## config.mk

```make
export PLATFORM = sky130hd
export DESIGN_NAME = seg7_capture_encoder_flat
export DESIGN_NICKNAME = d
export VERILOG_FILES = /design/src/rtl/seg7_capture_encoder_if.sv /design/src/rtl/seg7_capture_encoder.sv /design/src/flat_wrapper.sv
export SDC_FILE = /design/constraint.sdc
export NUM_CORES = 1
export LEC_CHECK = 0
export ABC_AREA = 1
export CAP_MARGIN = 15
export CORE_UTILIZATION = 55
export DETAILED_ROUTE_END_ITERATION = 7
export GPL_ROUTABILITY_DRIVEN = 0
export PLACE_DENSITY_LB_ADDON = 0.08
export SLEW_MARGIN = 20
export SYNTH_ARGS = -nofsm -noshare
export SYNTH_HDL_FRONTEND = slang
export SYNTH_SLANG_ARGS = --single-unit
```

## constraint.sdc

```tcl
create_clock -name clk -period 4.2 [get_ports clk]
set_input_delay 0.63 -clock clk [delete_from_list [all_inputs] [get_ports clk]]
set_output_delay 0.63 -clock clk [all_outputs]
set_load 0.02 [all_outputs]
```

## src/rtl/seg7_capture_encoder_if.sv

```systemverilog
// Multiplexed two-digit 7-segment capture bus.
// The master drives segments and digit select; the slave returns the decoded value and status pulses.
interface seg7_capture_encoder_if;
  logic [6:0] seg_in;
  logic [1:0] dig_sel;
  logic [3:0] binary_out;
  logic       valid;
  logic       err;

  modport master (output seg_in, dig_sel, input binary_out, valid, err);
  modport slave  (input seg_in, dig_sel, output binary_out, valid, err);
endinterface

```

## src/rtl/seg7_capture_encoder.sv

```systemverilog
// Captures a multiplexed dual 7-segment display, debounces each digit and rebuilds the 4-bit value.
// state  | meaning
// WAIT_U | waiting for a stable units digit
// WAIT_T | units held, waiting for a stable tens digit (timeout running)
// EMIT   | combine tens*10+units, pulse valid or err
module seg7_capture_encoder #(
  parameter int unsigned STABLE_CYCLES  = 4,
  parameter int unsigned TIMEOUT_CYCLES = 1000
) (
  input logic                   clk,
  input logic                   rst_n,
  seg7_capture_encoder_if.slave bus
);

  localparam logic [7:0]  STABLE_LAST  = 8'(STABLE_CYCLES - 1);
  localparam logic [15:0] TIMEOUT_LAST = 16'(TIMEOUT_CYCLES - 1);

  typedef enum logic [1:0] {WAIT_U, WAIT_T, EMIT} state_t;

  // Returns {invalid, digit}; blank is legal only for the tens position.
  function automatic logic [4:0] decode_seg(input logic [6:0] seg, input logic allow_blank);
    logic [4:0] dec;
    case (seg)
      7'b1000000: dec = {1'b0, 4'd0};
      7'b1111001: dec = {1'b0, 4'd1};
      7'b0100100: dec = {1'b0, 4'd2};
      7'b0110000: dec = {1'b0, 4'd3};
      7'b0011001: dec = {1'b0, 4'd4};
      7'b0010010: dec = {1'b0, 4'd5};
      7'b0000010: dec = {1'b0, 4'd6};
      7'b1111000: dec = {1'b0, 4'd7};
      7'b0000000: dec = {1'b0, 4'd8};
      7'b0010000: dec = {1'b0, 4'd9};
      7'b1111111: dec = allow_blank ? {1'b0, 4'd0} : {1'b1, 4'd0};
      default:    dec = {1'b1, 4'd0};
    endcase
    return dec;
  endfunction

  logic [6:0]  r_seg_q;
  logic [1:0]  r_sel_q;
  logic [6:0]  r_seg_prev;
  logic [1:0]  r_sel_prev;
  logic [7:0]  r_cnt;
  logic        r_done;
  logic        r_acc;
  logic [6:0]  r_acc_seg;
  logic        r_acc_tens;

  state_t      r_state;
  logic [3:0]  r_units;
  logic [3:0]  r_tens;
  logic [15:0] r_to_cnt;
  logic [3:0]  r_binary_out;
  logic        r_valid;
  logic        r_err;

  logic        w_same;
  logic        w_illegal;
  logic        w_sel_ok;
  logic [7:0]  w_cnt_next;
  logic        w_held;
  logic        w_acc_set;
  logic [4:0]  w_u_dec;
  logic [4:0]  w_t_dec;
  logic [4:0]  w_value;

  assign w_same    = (r_seg_q == r_seg_prev) && (r_sel_q == r_sel_prev);
  assign w_illegal = (r_sel_q == 2'b11);
  assign w_sel_ok  = (r_sel_q == 2'b01) || (r_sel_q == 2'b10);

  always_comb begin
    w_cnt_next = 8'd0;
    if (!w_illegal && w_same)
      w_cnt_next = (r_cnt == STABLE_LAST) ? r_cnt : 8'(r_cnt + 8'd1);
  end

  // A digit already accepted stays blocked until its pattern or select changes.
  assign w_held    = w_same && r_done && !w_illegal;
  assign w_acc_set = w_sel_ok && (w_cnt_next == STABLE_LAST) && !w_held;

  always_ff @(posedge clk or negedge rst_n) begin
    if (!rst_n) begin
      r_seg_q    <= '1;
      r_sel_q    <= '0;
      r_seg_prev <= '1;
      r_sel_prev <= '0;
      r_cnt      <= '0;
      r_done     <= 1'b0;
      r_acc      <= 1'b0;
      r_acc_seg  <= '0;
      r_acc_tens <= 1'b0;
    end else begin
      r_seg_q    <= bus.seg_in;
      r_sel_q    <= bus.dig_sel;
      r_seg_prev <= r_seg_q;
      r_sel_prev <= r_sel_q;
      r_cnt      <= w_cnt_next;
      r_done     <= w_acc_set | w_held;
      r_acc      <= w_acc_set;
      if (w_acc_set) begin
        r_acc_seg  <= r_seg_q;
        r_acc_tens <= r_sel_q[1];
      end
    end
  end

  assign w_u_dec = decode_seg(r_acc_seg, 1'b0);
  assign w_t_dec = decode_seg(r_acc_seg, 1'b1);
  assign w_value = ({1'b0, r_tens} * 5'd10) + {1'b0, r_units};

  always_ff @(posedge clk or negedge rst_n) begin
    if (!rst_n) begin
      r_state      <= WAIT_U;
      r_units      <= '0;
      r_tens       <= '0;
      r_to_cnt     <= '0;
      r_binary_out <= '0;
      r_valid      <= 1'b0;
      r_err        <= 1'b0;
    end else begin
      r_valid <= 1'b0;
      r_err   <= 1'b0;
      case (r_state)
        WAIT_U: begin
          if (r_acc && !r_acc_tens) begin
            if (w_u_dec[4]) begin
              r_err <= 1'b1;
            end else begin
              r_units  <= w_u_dec[3:0];
              r_to_cnt <= '0;
              r_state  <= WAIT_T;
            end
          end
        end
        WAIT_T: begin
          r_to_cnt <= r_to_cnt + 16'd1;
          if (r_to_cnt == TIMEOUT_LAST) begin
            r_err   <= 1'b1;
            r_state <= WAIT_U;
          end else if (r_acc && !r_acc_tens) begin
            if (!w_u_dec[4] && (w_u_dec[3:0] != r_units)) begin
              r_units  <= w_u_dec[3:0];
              r_to_cnt <= '0;
            end
          end else if (r_acc && r_acc_tens) begin
            if (w_t_dec[4] || (w_t_dec[3:0] > 4'd1)) begin
              r_err   <= 1'b1;
              r_state <= WAIT_U;
            end else begin
              r_tens  <= w_t_dec[3:0];
              r_state <= EMIT;
            end
          end
        end
        EMIT: begin
          if (w_value <= 5'd15) begin
            r_binary_out <= w_value[3:0];
            r_valid      <= 1'b1;
          end else begin
            r_err <= 1'b1;
          end
          r_state <= WAIT_U;
        end
        default: r_state <= WAIT_U;
      endcase
    end
  end

  assign bus.binary_out = r_binary_out;
  assign bus.valid      = r_valid;
  assign bus.err        = r_err;

endmodule

```

## src/flat_wrapper.sv

```systemverilog
// flat-port wrapper written by rule: the top's interface ports become plain ports
module seg7_capture_encoder_flat 
#(
  parameter int unsigned STABLE_CYCLES  = 4,
  parameter int unsigned TIMEOUT_CYCLES = 1000
)
  (clk, rst_n, bus_seg_in, bus_dig_sel, bus_binary_out, bus_valid, bus_err);
  seg7_capture_encoder_if bus_i ();
  input logic clk;
  input logic rst_n;
  input wire logic [$bits(bus_i.seg_in)-1:0] bus_seg_in;
  input wire logic [$bits(bus_i.dig_sel)-1:0] bus_dig_sel;
  output wire logic [$bits(bus_i.binary_out)-1:0] bus_binary_out;
  output wire logic [$bits(bus_i.valid)-1:0] bus_valid;
  output wire logic [$bits(bus_i.err)-1:0] bus_err;
  assign bus_i.seg_in = bus_seg_in;
  assign bus_i.dig_sel = bus_dig_sel;
  assign bus_binary_out = bus_i.binary_out;
  assign bus_valid = bus_i.valid;
  assign bus_err = bus_i.err;
  seg7_capture_encoder #(.STABLE_CYCLES(STABLE_CYCLES), .TIMEOUT_CYCLES(TIMEOUT_CYCLES)) u_core (.clk(clk), .rst_n(rst_n), .bus(bus_i));
endmodule
```

=== Word level (Yosys, flattened, before mapping) ===
Cells that the tools add are included.

* Logic and storage cells: 111
* Output and inout bits: 6
* Register bits: 68
* Input port bits: 11

* Muxes and demuxes: 33
* Add/subtract/negate cells: 3
* Bitwise gates (word level): 4
* Reductions and logical operators: 24
* $lt $le $gt $ge: 2
* Equal/unequal tests: 28
* Multipliers: 1

{| class="wikitable"
|+ Operators by type and width
! kind !! count
|-
| 5-bit one-hot mux with 10 select lines || 2
|-
| 16-bit two-way mux || 5
|-
| 16-bit one-hot mux with 2 select lines || 1
|-
| 7-bit == test (second input constant) || 4
|-
| 7-bit by 5-bit == test with 1-bit output (second input constant) || 3
|-
| 4-bit two-way mux || 5
|-
| 16-bit by 1-bit adder with 16-bit output (second input constant) || 1
|-
| 16-bit by 10-bit == test with 1-bit output (second input constant) || 1
|-
| 8-bit by 2-bit == test with 1-bit output (second input constant) || 2
|-
| 8-bit two-way mux || 2
|-
| 7-bit by 6-bit == test with 1-bit output (second input constant) || 2
|-
| 2-bit two-way mux || 6
|-
| 1-bit logical AND || 9
|-
| 1-bit two-way mux || 9
|-
| 8-bit by 1-bit adder with 8-bit output (second input constant) || 1
|-
| 4-bit one-hot mux with 2 select lines || 1
|-
| 7-bit by 2-bit == test with 1-bit output (second input constant) || 1
|-
| 7-bit == test || 1
|-
| 7-bit zero test || 1
|-
| 2-bit == test (second input constant) || 3
|-
| 2-bit by 1-bit != test with 1-bit output (second input constant) || 3
|-
| 6-bit AND reduction || 1
|-
| 5-bit by 4-bit adder with 5-bit output || 1
|-
| 5-bit by 4-bit <= comparator with 1-bit output (second input constant) || 1
|-
| other kinds (21) || 29
|}

=== Logic depth before layout (Yosys ltp) ===
Gate-level depths: netlist of the first run.

* Depth after elaboration: 10
* Gate-level depth with buffers: 16
* Mapped depth without buffers: 15

=== Least setup slack after synthesis of the first run ===
Ideal clock, no wire load.

* Path kind: register to register
* Start point: reg u_core.r_sel_q[0]
* End point: reg u_core.r_acc_seg[5]
* Setup time: 0.119 ns
* Path buffers: 0
* Cell stages (with the launch flop): 11
* Data required time: 4.081 ns
* Arrival time: 1.705 ns
* Period minus slack after synthesis: 1.824 ns
* Slack: 2.376 ns
* Cells stage by stage: dfrtp_1 ha_1 o21bai_1 nor3_1 nand3_1 nor2_1 nand3_1 nor2_4 nand2_4 nand2_1 nand2_1

* Longest elaborated chain between the ends: 7
* Elaborated cells on any way between the ends: 15
* Those cells by class: eq/ne: 5; mux: 1; reduce/logical: 9

{| class="wikitable"
|+ Ends and longest elaborated chain
! element !! RTL line !! source
|-
| start: declaration || seg7_capture_encoder.sv:41 || <nowiki>logic [1:0] r_sel_q;</nowiki>
|-
| start signal: assignment || seg7_capture_encoder.sv:95 || <nowiki>r_sel_q <= bus.dig_sel;</nowiki>
|-
| 2-bit == test (on tied branches) || seg7_capture_encoder.sv:69, seg7_capture_encoder.sv:68 ||
|-
| 1-bit zero test / 1-bit logical AND (equally long branches) || seg7_capture_encoder.sv:74, seg7_capture_encoder.sv:79, seg7_capture_encoder.sv:68 ||
|-
| 1-bit logical AND || seg7_capture_encoder.sv:74 || <nowiki>if (!w_illegal && w_same)</nowiki>
|-
| 8-bit two-way mux || seg7_capture_encoder.sv:74 ||
|-
| 8-bit by 2-bit == test with 1-bit output || seg7_capture_encoder.sv:80 || <nowiki>assign w_acc_set = w_sel_ok && (w_cnt_next == STABLE_LAST) && !w_held;</nowiki>
|-
| 1-bit logical AND || seg7_capture_encoder.sv:80 ||
|-
| 1-bit logical AND (*) || seg7_capture_encoder.sv:80 ||
|-
| end signal: assignment || seg7_capture_encoder.sv:102 || <nowiki>r_acc_seg <= r_seg_q;</nowiki>
|-
| end: declaration || seg7_capture_encoder.sv:47 || <nowiki>logic [6:0] r_acc_seg;</nowiki>
|}

Every way passes the cells marked *; elsewhere a longest branch is shown, timed or not.
A chain may end at the register's enable or synchronous reset.

=== Worst setup path after layout of the first run ===
* Start point: reg u_core.r_acc_seg[1]
* End point: reg u_core.r_to_cnt[0]

* Longest elaborated chain between the ends: 8
* Elaborated cells on any way between the ends: 20
* Those cells by class: eq/ne: 11; mux: 5; reduce/logical: 4

{| class="wikitable"
|+ Ends and longest elaborated chain
! element !! RTL line !! source
|-
| 7-bit by 5-bit == test with 1-bit output (tied with other cells) || seg7_capture_encoder.sv:23 || <nowiki>case (seg)</nowiki>
|-
| 5-bit one-hot mux with 10 select lines (*) || seg7_capture_encoder.sv:23 ||
|-
| 4-bit != test / 1-bit zero test (equally long branches) || seg7_capture_encoder.sv:142 || <nowiki>if (!w_u_dec[4] && (w_u_dec[3:0] != r_units)) begin</nowiki>
|-
| 1-bit logical AND || seg7_capture_encoder.sv:142 ||
|-
| 16-bit two-way mux || seg7_capture_encoder.sv:142 ||
|-
| 16-bit two-way mux || seg7_capture_encoder.sv:141 || <nowiki>end else if (r_acc && !r_acc_tens) begin</nowiki>
|-
| 16-bit two-way mux || seg7_capture_encoder.sv:138 || <nowiki>if (r_to_cnt == TIMEOUT_LAST) begin</nowiki>
|-
| 16-bit one-hot mux with 2 select lines || seg7_capture_encoder.sv:124 || <nowiki>case (r_state)</nowiki>
|-
| end signal: assignment || seg7_capture_encoder.sv:137 || <nowiki>r_to_cnt <= r_to_cnt + 16'd1;</nowiki>
|-
| end: declaration || seg7_capture_encoder.sv:53 || <nowiki>logic [15:0] r_to_cnt;</nowiki>
|}

Marked as above.

==> results of run 1 <==
cells by family (layout without fill, tap and decap cells):
logic type,Yosys count,in the layout
xor gates and xnor gates,16,16
buffers and inverters,72,97
DFF,68,68
adders and majority gates,8,8
and+or+nand+nor,252,252
AOI/OAI and AO/OA,34,34
synthesized netlist by cell type, types with 3 or more instances:
master | count | area share, %
nor3_1 | 8 | 1.1
nand2_2 | 5 | 0.86
nor2_2 | 7 | 1.2
o21ai_0 | 9 | 1.2
nand3_1 | 48 | 6.6
nor2_1 | 34 | 3.5
nand2_1 | 120 | 12
nor4_1 | 3 | 0.52
xor2_1 | 6 | 1.4
xnor2_1 | 10 | 2.4
nand4_1 | 19 | 3.3
dfstp_2 | 14 | 10
dfrtp_1 | 54 | 37
inv_1 | 62 | 6.4
ha_1 | 7 | 2.4
a21oi_1 | 15 | 2.1
buf_6 | 3 | 0.93
final cells by class:
| class | count | area, sq um | area share [%] |
|---|---|---|---|
| clock buffer | 9 | 123.9 | 3.066 |
| timing repair buffer | 17 | 162.7 | 4.026 |
| inverter | 64 | 240.2 | 5.946 |
| sequential | 68 | 1719 | 42.55 |
| multi-input combinational | 310 | 1598 | 39.55 |
| tap | 77 | 96.34 | 2.385 |
| clock inverter | 7 | 100.1 | 2.478 |
final timing paths:
path,startpoint,to,cells after the start
setup reg to reg,u_core.r_acc_seg[1]$_DFFE_PN0P_,u_core.r_to_cnt[0]$_DFFE_PN0P_,12
min in group clk,u_core.r_seg_q[2]$_DFF_PN1_,u_core.r_seg_prev[2]$_DFF_PN1_,0
setup / recovery,u_core.r_acc_seg[1]$_DFFE_PN0P_,u_core.r_to_cnt[0]$_DFFE_PN0P_,12
hold / removal,rst_n,u_core.r_tens[1]$_DFFE_PN0P_,1
max in group asynchronous,rst_n,u_core.r_seg_prev[1]$_DFF_PN1_,2
hold reg to reg,u_core.r_seg_q[2]$_DFF_PN1_,u_core.r_seg_prev[2]$_DFF_PN1_,0
worst reg2reg max path: cells and delay by family (launching register included):
family                 cells  cell delay (ns)
AO/OA/AOI/OAI              1             0.06
buffers and inverters      2             0.27
flip-flops                 1             0.42
AND/OR/NAND/NOR            9             1.53
registers in the layout, indices dropped and copies added, names as in the netlist, 4 cells and up:
| register | cells |
|---|---|
| u_core.r_to_cnt | 16 |
| u_core.bus.binary_out | 4 |
| u_core.r_seg_prev | 7 |
| u_core.r_cnt | 8 |
| u_core.r_acc_seg | 7 |
| u_core.r_units | 4 |
| u_core.r_tens | 4 |
| u_core.r_seg_q | 7 |
layer usage:
layer	vias to the layer above	track usage, %	share of wire [%]
met4	0	10.66	1.9
met1	1350	27.33	46
li1	1484	-	-
met5	-	0	0
met3	11	4.274	3.2
met2	49	34.13	48
power groups by stage:
stage                     registers (mW)  logic (mW)  clock network (mW)
after floorplan                    0.686      0.0109                   0
final                              0.675      0.0342               0.601
after CTS                          0.675      0.0358               0.616
after detailed placement           0.688      0.0358                   0
after global routing               0.677      0.0401               0.640
after global placement             0.687      0.0352                   0
per-stage QoR:
stage / power [mW] / cells / worst slack, ns
5_1_grt: 1.357 / 552 / 1.471
3_3_place_gp: 0.7226 / 536 / 1.879
6_report: 1.311 / 552 / 1.813
2_1_floorplan: 0.6974 / 450 / 2.376
3_5_place_dp: 0.7236 / 536 / 1.808
4_1_cts: 1.327 / 552 / 1.785
cells in the final DEF (no fill, tap or decap), types with 2 or more instances in the layout:
cell and n:
nand2_2 5, nor3_2 2, a21oi_1 15, nor2_1 34
nand4_1 19, o21ai_1 2, nand3_2 2, dfrtp_1 54
nor2_2 7, nor2_4 2, dfstp_2 14, xnor2_1 10
inv_2 2, bufinv_16 2, inv_1 62, nand2_4 2
o22ai_1 2, clkdlybuf4s50_1 15, nor4_1 3, o31ai_1 2
clkinvlp_4 3, xor2_1 6, o21ai_0 9, nand3_1 48
nor3_1 8, ha_1 7, clkbuf_8 9, nand2_1 120
==> flow_summary.yaml, run 1 <==
status:
  status: "complete, no violations"
placed_design:
  io_buffers: 16
  place_area_sq_mm: 0.003816
  place.detailed.hpwl_mm: 4.851
finish:
  design_area_sq_mm: 0.004040
  syn_to_final_growth_pct: 11.46
  post-route-util_pct: 63.63
  diodes: 0
  nets: 489
  fillers: 552
  drive_gt1_share_pct: 11.58
logic_synthesis:
  synth_flop_cell: "dfrtp_1"
  ys_seq_elements: 68
  yosys_warnings: 0
  ys_seq_area_share_pct: 47.43
  synth_fa_ha_area_share_pct: 2.969
  synth_edf_count: 0
  synthesis.nets: 469
  synth_compound_gate_area_share_pct: 5.350
  ys_async_sr_fraction_pct: 100.0
  synth.area.mux_share_pct: 0
  synth_cell_types: 34
  syn-cell-area_sq_mm: 0.003625
  synth-simple-area-share_pct: 31.90
  synth_top_family_by_area: "simple AND/OR/NAND/NOR gates"
  yosys.area_share.xor_xnor_pct: 3.866
  syn_avg_cell_area_sq_um: 8.055
  syn-instance-count: 450
die:
  die_area_sq_mm: 0.006919
  die_h_um: 83.18
  core_sq_mm: 0.006350
  initial_core_util_pct: 57.08
  die_width_um: 83.18
  rows: 29
  ioPinCount: 17
global_routing:
  grt_max_degree: 37
  grt_use_total_pct: 21.21
  grt_pass1_wl_mm: 11.84
  antenna_found_initial: 0
  grt_pass1_vias: 2698
  grt_overflow: 0
clock_tree:
  ctsResizeCount: 0
  cts_tree: "yes"
  cts_inserted_buffers: 9
  cts_hold_buf: 0
  post_cts_buffers: 0
  clk_pin_slew_worst_paths_ns: 0.08
  worstSkewPairLatency_ns: 0.35
  clockBufferDepth: 2
  cts_htree_levels: 3
  cts_sinks: 68
  cts_root_buffer: "clkbuf_8"
route:
  drtIter0Drc: 190
  firstDrtPassIters: 4
  routed_wl_mm: 6.666
  via_count: 2894
  via_per_inst: 5.243
  antenna_left: 0
  wl_per_cell_um: 12.08
  drcViolationCount: 0
critical_path:
  cp_cell_sequence: "nor2_1, nand2_2, inv_1, nand3_1, nand3_1, nor2_2, nand3_2, nand2_2, nor2_4, inv_1, nand2_1, o21ai_1"
  critPathLaunchType: "flop"
  slowest_delay_ns: 0.55
  slowest_stage: "nor2_4"
  end_kind: "flop"
  crit_arrival_ns: 2.61
  r2r_slack_ns: 1.81
  worstPathMaxFanout: 30
  cpLargestDelayFamily: "simple AND/OR/NAND/NOR gates"
  required_ns: 4.43
  critPathKind: "flop to flop"
  cp.buffers_inverters: 2
sta:
  post-route-period-util_pct: 56.82
  tns_ns: 0
  rsz0062_at_grt: "no"
  whs_ns: 0.3325
  setup_violations: 0
  min_period_ns: 2.387
  finClkSkew_ns: 0.009847
  worst_slew_pin_slew_ns: 0.7077
  slew_violations: 0
  slew_headroom_pct: 52.82
  fmax_mhz: 419.0
  report.final.hold_viol_count: 0
pwr:
  p_int_mw: 1.020
  switchingPower_uw: 290.3
  powerDensity_mw_per_mm2: 324.4
  comb_power_share_pct: 2.6
  ir_drop_mv: 0.2906
  clock_power_share_pct: 45.9
  swShare_pct: 22.15
  p_leak_nw: 1.969
  seq_power_share_pct: 51.5
job:
  cap_viol_max_count: 0
min_path:
  hp-class: "primary input to asynchronous set/reset pin"
No activity file was read; power rests on OpenSTA's default activity.
==> run 2: changes to the inputs <==
--- a/config.mk
+++ b/config.mk
@@ -7,7 +7,7 @@
 export LEC_CHECK = 0
 export ABC_AREA = 1
 export CAP_MARGIN = 15
-export CORE_UTILIZATION = 55
+export CORE_UTILIZATION = 54
 export DETAILED_ROUTE_END_ITERATION = 7
 export GPL_ROUTABILITY_DRIVEN = 0
 export PLACE_DENSITY_LB_ADDON = 0.08
==> constraint.sdc (replaced) <==
create_clock -name clk -period 2 [get_ports clk]
set_input_delay 0.3 -clock clk [delete_from_list [all_inputs] [get_ports clk]]
set_output_delay 0.3 -clock clk [all_outputs]
set_load 0.02 [all_outputs]
==> flow_summary.yaml, run 2 (same netlist as run 1, synthesis figures left out) <==
die:
  ioPinCount: 17
  die_width_um: 83.93
  rows: 29
  die_area_sq_mm: 0.007044
  die_h_um: 83.93
  initial_core_util_pct: 56.44
  core_sq_mm: 0.006422
finish:
  largest-register: "u_core.r_to_cnt"
  design_area_sq_mm: 0.004638
  largest_reg_flops: 16
  layout_commonest_cell: "nand2_1"
  fin_cells: 586
  fillers: 478
  final_cell_mix: "nand2_1, inv_1, dfrtp_1"
  nets: 523
  regArea_sq_mm: 0.001727
  diodes: 0
  drive_gt1_share_pct: 27.70
  multi_input_comb_area_sq_mm: 0.001824
  post-route-util_pct: 72.22
  syn_to_final_growth_pct: 27.96
  largest_registers: "u_core.r_to_cnt x16, u_core.r_cnt x8"
critical_path:
  critPathLaunchType: "flop"
  crit_arrival_ns: 2.28
  critPathKind: "flop to flop"
  cpLargestDelayFamily: "simple AND/OR/NAND/NOR gates"
  cp_cell_sequence: "ha_4, nand2_4, nor3_4, nand2_2, inv_2, nand2_2, nand2_1, nand2_1, nor2_2, nand3_2, nor2_4, buf_6, nand3_1, nand2_1"
  required_ns: 2.28
  worstPathMaxFanout: 6
  cpMostUsedCell: "nand2_1"
  slowest_stage: "dfrtp_1"
  slowest_delay_ns: 0.42
  cp.buffers_inverters: 2
  end_kind: "flop"
route:
  drtIter0Drc: 182
  via_per_inst: 5.466
  via_count: 3203
  wl_per_cell_um: 14.33
  drcViolationCount: 2
  routed_wl_mm: 8.398
  firstDrtPassIters: 6
  antenna_left: 0
sta:
  report.final.hold_viol_count: 0
  tns_ns: 0
  min_period_ns: 2.000
  worst_slew_pin_slew_ns: 0.4289
  post-route-period-util_pct: 99.98
  slew_violations: 0
  fmax_mhz: 500.1
  finClkSkew_ns: 0.01044
  whs_ns: 0.3496
  setup_violations: 0
  rsz0062_at_grt: "yes"
  setup_ws_ns: 0.0004095
  slew_headroom_pct: 71.14
clock_tree:
  cts_tree: "yes"
  cts_htree_levels: 3
  clk_pin_slew_worst_paths_ns: 0.08
  cts_root_buffer: "clkbuf_8"
  cts_sinks: 68
  cts_inserted_buffers: 9
  clockBufferDepth: 2
  worstSkewPairLatency_ns: 0.35
pwr:
  powerDensity_mw_per_mm2: 639.8
  ir_drop_mv: 0.5427
  p_leak_nw: 2.185
  power.total_mw: 2.968
global_routing:
  grt_pass1_wl_mm: 13.21
  grt_max_degree: 69
  antenna_found_initial: 0
  grt_pass1_vias: 2941
  grt_overflow: 0
  grt_use_total_pct: 23.67
placed_design:
  place_ws_ns: -0.04887
  io_buffers: 16
  placed_cells: 549
  place_area_sq_mm: 0.003951
  place.detailed.hpwl_mm: 5.242
status:
  violations: "DRC"
  status: "finished with violations"
job:
  cap_viol_max_count: 0
min_path:
  hp-class: "primary input to flop"
==> run 2: cell types whose count changed in the layout (fill, tap and decap cells not counted), moves of 5 or more <==
cell,delta
buf_4,+25
nand2_1,-10
nor2_4,+5
nand3_1,-8
nand3_2,+8
dfrtp_2,+6
a21oi_1,-10
nand2_2,+8
a21oi_2,+10
dfrtp_1,-6
nor2_1,-8
==> run 2: cell type report <==
| cell class | count | share of cell area [%] |
|---|---|---|
| repair buffers | 50 | 10.63 |
| well taps | 77 | 2.077 |
| flip-flops and latches | 68 | 37.23 |
| clock buffers | 11 | 3.264 |
| inverters | 64 | 5.179 |
| clock inverters | 5 | 2.293 |
| multi-input cells | 311 | 39.33 |
==> run 2: timing repair <==
action                                  4_1_cts  5_1_grt
gates cloned                                  0        3
pin swaps                                     3        8
setup buffers                                 5       12
gates resized for setup                       5       64
hold buffers                                  1        0
endpoints found under the hold margin        54        0
endpoints found under the setup margin        8       33
==> run 2: metal layers <==
metal / GRT usage, % / vias up / wire, um
met1: 30.92 / 1542 / 3779
met5: 0 / - / 0
met2: 38.75 / 83 / 4079
met3: 3.462 / 19 / 365
met4: 11.44 / 0 / 174
li1: - / 1559 / -
==> run 2: final timing paths <==
| kind | to | start | cells past startpoint | slack (ns) |
|---|---|---|---|---|
| max | u_core.r_acc_seg[4]$_DFFE_PN0P_ | u_core.r_cnt[0]$_DFF_PN0_ | 14 | 0.0004 |
| min reg2reg | u_core.r_seg_prev[5]$_DFF_PN1_ | u_core.r_seg_q[5]$_DFF_PN1_ | 0 | 0.39 |
| max reg2reg | u_core.r_acc_seg[4]$_DFFE_PN0P_ | u_core.r_cnt[0]$_DFF_PN0_ | 14 | 0.0004 |
| min | u_core.r_seg_q[2]$_DFF_PN1_ | bus_seg_in[2] | 1 | 0.35 |
| min in group asynchronous | u_core.r_tens[2]$_DFFE_PN0P_ | rst_n | 3 | 0.48 |
| max in group asynchronous | u_core.r_seg_prev[5]$_DFF_PN1_ | rst_n | 3 | 1.15 |
==> run 2: report_power, final <==
group	total (mW)	switching, mW	internal (mW)
registers	1.42	0.0137	1.40
clock network	1.45	0.547	0.901
logic	0.101	0.0564	0.0451
total	2.97	0.617	2.35
